==> src/rtl/pilha_param.sv <==
// pilha_param: parametrised LIFO data stack between UC and ULA; `define PILHA_PEEK_EN adds the topo peek port.
// Latency: pop data lands on registered dout one cycle after the pop edge; no backpressure, misuse raises sticky overflow/underflow.
module pilha_param #(
  parameter int WIDTH     = 16,
  parameter int DEPTH     = 16,
  parameter int ULA_WIDTH = 32
) (
  input  logic                         clk,
  input  logic                         rst,
  input  logic                         push,
  input  logic                         pop,
  input  logic                         controle_pilha,
  input  logic [WIDTH-1:0]             din_UC,
  input  logic [ULA_WIDTH-1:0]         din_ULA,
  input  logic                         clr_err,
  output logic [WIDTH-1:0]             dout,
  output logic [$clog2(DEPTH+1)-1:0]   count,
  output logic                         full,
  output logic                         empty,
  output logic                         overflow,
  output logic                         underflow
`ifdef PILHA_PEEK_EN
  ,
  output logic [WIDTH-1:0]             topo
`endif
);

  localparam int CW = $clog2(DEPTH+1);
  localparam int AW = $clog2(DEPTH);
  localparam logic [CW-1:0] DEPTH_C = CW'(DEPTH);
  localparam logic [CW-1:0] ONE_C   = CW'(1);

  logic [WIDTH-1:0] mem_q [DEPTH];

  logic [CW-1:0]    count_q, count_d;
  logic [WIDTH-1:0] dout_q, dout_d;
  logic             overflow_q, overflow_d;
  logic             underflow_q, underflow_d;

  logic [WIDTH-1:0] wdata;
  logic [AW-1:0]    top_idx;
  logic [AW-1:0]    push_idx;
  logic [AW-1:0]    mem_waddr;
  logic             mem_we;
  logic             ovf_set;
  logic             udf_set;
  logic             is_full;
  logic             is_empty;

  // Only the low WIDTH bits of the ALU word are stored; the rest is dropped.
  logic unused_ula;
  assign unused_ula = ^din_ULA;

  assign wdata    = controle_pilha ? din_ULA[WIDTH-1:0] : din_UC;
  assign is_full  = (count_q == DEPTH_C);
  assign is_empty = (count_q == '0);
  assign top_idx  = AW'(count_q - ONE_C);
  assign push_idx = AW'(count_q);

  always_comb begin
    count_d   = count_q;
    dout_d    = dout_q;
    mem_we    = 1'b0;
    mem_waddr = push_idx;
    ovf_set   = 1'b0;
    udf_set   = 1'b0;

    if (pop) begin
      if (is_empty) begin
        // Rejected pop; a simultaneous push still lands in slot 0.
        udf_set = 1'b1;
        if (push) begin
          mem_we    = 1'b1;
          mem_waddr = push_idx;
          count_d   = count_q + ONE_C;
        end
      end else begin
        dout_d = mem_q[top_idx];
        if (push) begin
          // Replace-top: old top is returned, new word takes its slot.
          mem_we    = 1'b1;
          mem_waddr = top_idx;
        end else begin
          count_d = count_q - ONE_C;
        end
      end
    end else if (push) begin
      if (is_full) begin
        ovf_set = 1'b1;
      end else begin
        mem_we    = 1'b1;
        mem_waddr = push_idx;
        count_d   = count_q + ONE_C;
      end
    end

    // A fresh error in the same cycle as clr_err keeps the flag set.
    overflow_d  = (overflow_q  & ~clr_err) | ovf_set;
    underflow_d = (underflow_q & ~clr_err) | udf_set;
  end

  always_ff @(posedge clk) begin
    if (!rst) begin
      count_q     <= '0;
      dout_q      <= '0;
      overflow_q  <= 1'b0;
      underflow_q <= 1'b0;
    end else begin
      count_q     <= count_d;
      dout_q      <= dout_d;
      overflow_q  <= overflow_d;
      underflow_q <= underflow_d;
    end
  end

  // Storage is not reset; a reset cycle only blocks the write.
  always_ff @(posedge clk) begin
    if (rst && mem_we) begin
      mem_q[mem_waddr] <= wdata;
    end
  end

  assign dout      = dout_q;
  assign count     = count_q;
  assign full      = is_full;
  assign empty     = is_empty;
  assign overflow  = overflow_q;
  assign underflow = underflow_q;

`ifdef PILHA_PEEK_EN
  assign topo = is_empty ? '0 : mem_q[top_idx];
`endif

endmodule

==> config.mk <==
export PLATFORM = sky130hd
export DESIGN_NAME = pilha_param
export DESIGN_NICKNAME = d
export VERILOG_FILES = /design/src/rtl/pilha_param.sv
export SDC_FILE = /design/constraint.sdc
export NUM_CORES = 1
export LEC_CHECK = 0
export CAP_MARGIN = 20
export CORE_MARGIN = 1
export CORE_UTILIZATION = 35
export CTS_CLUSTER_SIZE = 28
export DETAILED_ROUTE_END_ITERATION = 8
export DONT_BUFFER_PORTS = 1
export PLACE_DENSITY_LB_ADDON = 0.25
export SYNTH_ARGS = -nofsm -noshare
export SYNTH_HDL_FRONTEND = slang
export SYNTH_SLANG_ARGS = --single-unit
==> constraint.sdc <==
create_clock -name clk -period 8.4 [get_ports clk]
set_input_delay 1.68 -clock clk [delete_from_list [all_inputs] [get_ports clk]]
set_output_delay 1.68 -clock clk [all_outputs]
set_load 0.005 [all_outputs]
Word level (Yosys, flattened, before mapping)
Memory sizes are Yosys's and may differ from the RTL's. A register that Yosys moved wholly into a read port is not among the register bits.
Index checks and enable logic that the tools add are counted.
Widths: inputs -> output; s select.
{"block": "word_totals", "out_inout_bits": 25, "ramBits": 256, "regBits": 7, "latch_bits": 0, "word_cells": 43, "rom_bits": 0, "mem_count": 1}
{"memory": "mem_q", "words": 16, "width": 16, "rd": 1, "rd_ports_with_merged_regs": 1, "wr": 1, "line_no": "33", "text": "logic [WIDTH-1:0] mem_q [DEPTH];"}
{"block": "classes", "n_div": 0, "n_addsub": 2, "bitwise_logic": 6, "muxes": 21, "n_lt_le_gt_ge": 0, "shifts": 0, "multipliers": 0, "n_eq_ne": 4, "reduce_logical": 6}
{"op": "$mux 5", "n": 6}
{"op": "$mux 16", "n": 1}
{"op": "$mux 4", "n": 3}
{"op": "$mux 1", "n": 11}
{"op": "$add 5x1->5 const B", "n": 1}
{"op": "$eq 5x5->1 const B", "n": 1}
{"op": "$logic_not 5->1", "n": 1}
{"op": "$sub 5x1->5 const B", "n": 1}
{"op": "$ne 2x2->1 const B", "n": 2}
{"op": "$reduce_and 4->1", "n": 1}
{"op": "$ne 3x2->1 const B", "n": 1}
{"op": "$and 1x1->1", "n": 2}
{"op": "$not 1->1", "n": 2}
{"op": "$or 1x1->1", "n": 2}
{"op": "$reduce_and 2->1", "n": 1}
{"op": "$reduce_bool 2->1", "n": 1}
{"op": "$logic_and 1x1->1", "n": 1}
{"op": "$logic_not 1->1", "n": 1}

Longest topological paths before layout
{"block": "logic_depth", "depth_word": 7, "mapped_depth": 11, "mapped_depth_nobuf": 7}

Least setup slack after synthesis
OpenSTA, ideal clock, no wires.
{"block": "synth_timing", "path_type": "input -> register", "from": "input push", "to": "memory mem_q[0][0], enable pin", "setup_ps": 409, "n_path_buf": 2, "setup_slack_ps": 4112, "stages": 6, "arrival_time_ps": 3878, "path_cell_list": "clkbuf_1 -> and2_1 -> buf_1 -> and4_1 -> o21ai_1 -> nor3_1"}
{"block": "synth_via", "elab_chain_cells": 5, "word_cells_on_any_way": 9, "classes_between": "8 x mux; 1 x reduce/logical"}
{"element": "start, declared", "line_no": "10", "text": "input logic push,"}
{"element": "$mux 1 (on tied branches)", "line_no": "87, 72, 79"}
{"element": "$mux 1", "line_no": "68", "text": "if (pop) begin"}
{"element": "$logic_and 1x1->1", "line_no": "118", "text": "if (rst && mem_we) begin"}
{"element": "$mux 1", "line_no": "118"}
{"element": "$mux 1 (not written as such)", "line_no": "119", "text": "mem_q[mem_waddr] <= wdata;"}
{"element": "end, declared", "line_no": "33"}
Several ways; a longest one is shown, not always the timed one.

Worst setup path in the final report
{"block": "layout_timing", "from": "register count_q[0] (netlist: count[0])", "to": "memory mem_q[1][4], enable pin"}
{"block": "layout_via", "elab_chain_cells": 7, "word_cells_on_any_way": 12, "classes_between": "1 x add/sub; 1 x eq/ne; 8 x mux; 2 x reduce/logical"}
{"element": "start, declared", "line_no": "35", "text": "logic [CW-1:0] count_q, count_d;"}
{"element": "start signal, assigned", "line_no": "109", "text": "count_q <= count_d;"}
{"element": "$eq 5x5->1", "line_no": "55", "text": "assign is_full = (count_q == DEPTH_C);"}
{"element": "$mux 1", "line_no": "88", "text": "if (is_full) begin"}
{"element": "$mux 1", "line_no": "87", "text": "end else if (push) begin"}
{"element": "$mux 1", "line_no": "68"}
{"element": "$logic_and 1x1->1", "line_no": "118"}
{"element": "$mux 1", "line_no": "118"}
{"element": "$mux 1 (not written as such)", "line_no": "119"}
Several ways; a longest one is shown, not always the timed one.

==> results.toml <==
[synthesis]
avgSynthCellArea_sq_um = 18.55
synth.area.top_cells = "edfxtp_1 (68%), mux4_2 (9.5%), mux2i_1 (7.2%)"
ys_seq_area_share_pct = 71.64
synth_top_area_cell = "edfxtp_1"
synth-seq-cells = 279
ys_async_sr_fraction_pct = 0
yosysMostFrequentCell = "edfxtp_1"
ys_warn_count = 0
synth_top_area_share_pct = 67.59
synth_common_cells = "edfxtp_1 (256), mux2i_1 (82), mux4_2 (48)"
synth-edff-count = 256
synth_cells = 613
synth_flop_cell = "edfxtp_1"
ys_types = 53
synth_area_sq_um = 11370
syn_nets = 670

[sta]
tightest_slew_ns = 1.117
clock_skew_ns = 0.01659
min_period_ns = 4.645
slew_viol_final = 0
setup_tns_ns = 0
finalSetupViolCount = 0
worst_slack_ns = 3.755
max_freq_mhz = 215.3
hold_viol = 0
max_slew_margin_pct = 25.09
rsz0062_at_grt = "false"
finalCritPeriodShare_pct = 55.29

[clock_network]
cts_buffer_depth = 3
cts_resized = 0
numCtsBuffers = 28
hold_buffers = 0
cts_setup_buffers = 0
h-tree-depth = 1
cts_tree = "yes"
clk_pin_slew_ns = 0.06
cts_root_buffer = "clkbuf_16"
clkSinkCount = 279
clock_latency_ns = 0.55

[worst_hold_path]
worstHoldPathType = "reg2reg"
min_from = "dout[15]"

[floorplan]
rows = 65
core_area_sq_um = 31800
die_width_um = 182.3
io_pins = 79
die_h_um = 182.3
start_util_pct = 35.77
die_area_sq_um = 33220

[place]
placed_area_sq_um = 12010
place.gp.congestion = 0.7732
place_ws_ns = 3.663
hpwl_um = 15460
port_buffers = 0

[power_and_ir_drop]
peakVddDrop_mv = 0.1971
p_per_area_nw_per_um2 = 345.9
p_leak_nw = 4.229

[global_routing]
grt_pass1_vias = 5712
gr-total-overflow = 0
grt_max_degree = 63
grtUsageTotal_pct = 15.41
antenna_found_initial = 0
grt_pass1_wl_um = 37160

[cells_and_area]
fillCellCount = 2840
antenna_cells = 0
num-nets-final = 685
syn_to_final_growth_pct = 13.86
layout-drive-gt1-share_pct = 24.31
fin_area_sq_um = 12950

[detailed_routing]
first_pass_iters = 5
viasPerCell = 5.210
wire_per_inst_um = 23.64
routed_wl_um = 25650
drt_iter0_drc = 429
drcViolationCount = 0
num_vias = 5653
ant_nets = 0

[worst_setup_path]
cp-start-kind = "flop"
worst_setup_path_end_kind = "flop"
regToRegStartpoint = "count[0]"
crit_type = "reg2reg"
crit_fanout = 38
crit_arrival_ns = 4.87
required_ns = 8.63
worstSetupStartpoint = "count[0]"

[job]
cap_violations = 0

[status]
status = "completed"
## metal layers
| metal | up-vias | wire, um | global-route usage [%] |
|---|---|---|---|
| met5 | - | 0 | 0 |
| li1 | 2516 | - | - |
| met4 | 0 | 653 | 4.303 |
| met1 | 2918 | 11560 | 21.08 |
| met3 | 41 | 1367 | 2.914 |
| met2 | 178 | 12080 | 25.13 |
## worst paths after layout
path	end	slack (ns)	cells after the start
max	mem_q[1][4]	3.76	9
min	dout[15]	0.52	1
max reg2reg	mem_q[1][4]	3.76	9
min reg2reg	dout[15]	0.52	1
## power breakdown
part           switching (mW)  internal [mW]
registers              0.0691           1.62
logic                   0.878          0.715
clock network           0.509          0.685
total                    1.46           3.02
## sequential cells by signal, summed over array words and instances (netlist names)
signal / flops
mem_q: 256
dout: 16
count: 5
overflow: 1
underflow: 1
## worst max-delay path, cell delays in order (launching register included)
cell and delay (ns):
dfxtp_2 0.50, buf_4 0.63, inv_1 0.09, buf_4 0.30, ha_4 0.23, nor3b_1 0.17
a311oi_1 0.61, o21ai_1 0.35, nor3_2 0.98, buf_4 0.39
## cell usage in the layout, fill, tap and decap left out, types with 4 or more instances in the layout
| cell | instances |
|---|---|
| edfxtp_1 | 256 |
| mux2i_1 | 82 |
| mux4_2 | 48 |
| clkbuf_16 | 28 |
| nor2_1 | 22 |
| dfxtp_1 | 22 |
| nor3_1 | 17 |
| buf_4 | 17 |
| mux2_2 | 16 |
| a211o_1 | 16 |
| nor2_2 | 8 |
| a21oi_1 | 8 |
| nor3_2 | 8 |
| clkbuf_1 | 7 |
| clkinv_2 | 7 |
| inv_1 | 6 |
| o21ai_0 | 5 |
| nand3_1 | 4 |
| a211oi_2 | 4 |
| o21ai_1 | 4 |
## cell families (layout without fill, tap and decap cells)
family	after synthesis	count (layout)	share of synthesized area, %
AO/OA/AOI/OAI	54	54	3.707
XOR/XNOR	3	3	0.2311
adder cells (fa/ha/maj)	3	3	0.3301
buffers and inverters	45	82	2.002
flip-flops	279	279	71.64
multiplexers	146	146	18.31
AND/OR/NAND/NOR	83	83	3.785
## through the flow
stage                     hold WS [ns]  instances  util, %  total power [mW]
after floorplan                 0.4606        613        -             2.961
after global placement          0.4985       1027    37.54             3.288
after detailed placement        0.5024       1030    37.76             3.335
after CTS                       0.5173       1082    40.54             4.529
after global routing            0.5305       1085    40.72             4.688
final                           0.5169       1085    40.72             4.480
## final cells by class
cell class / instances / area [sq um] / share of cell area, %
Timing Repair Buffer: 23 / 255.2 / 1.971
Clock inverter: 16 / 145.1 / 1.121
Multi-Input combinational cell: 289 / 3089 / 23.86
Tap cell: 435 / 544.3 / 4.203
Sequential cell: 279 / 8149 / 62.93
Clock buffer: 36 / 740.7 / 5.720
Inverter: 7 / 26.28 / 0.2029
Note: power is estimated with default switching activity, not from simulation.
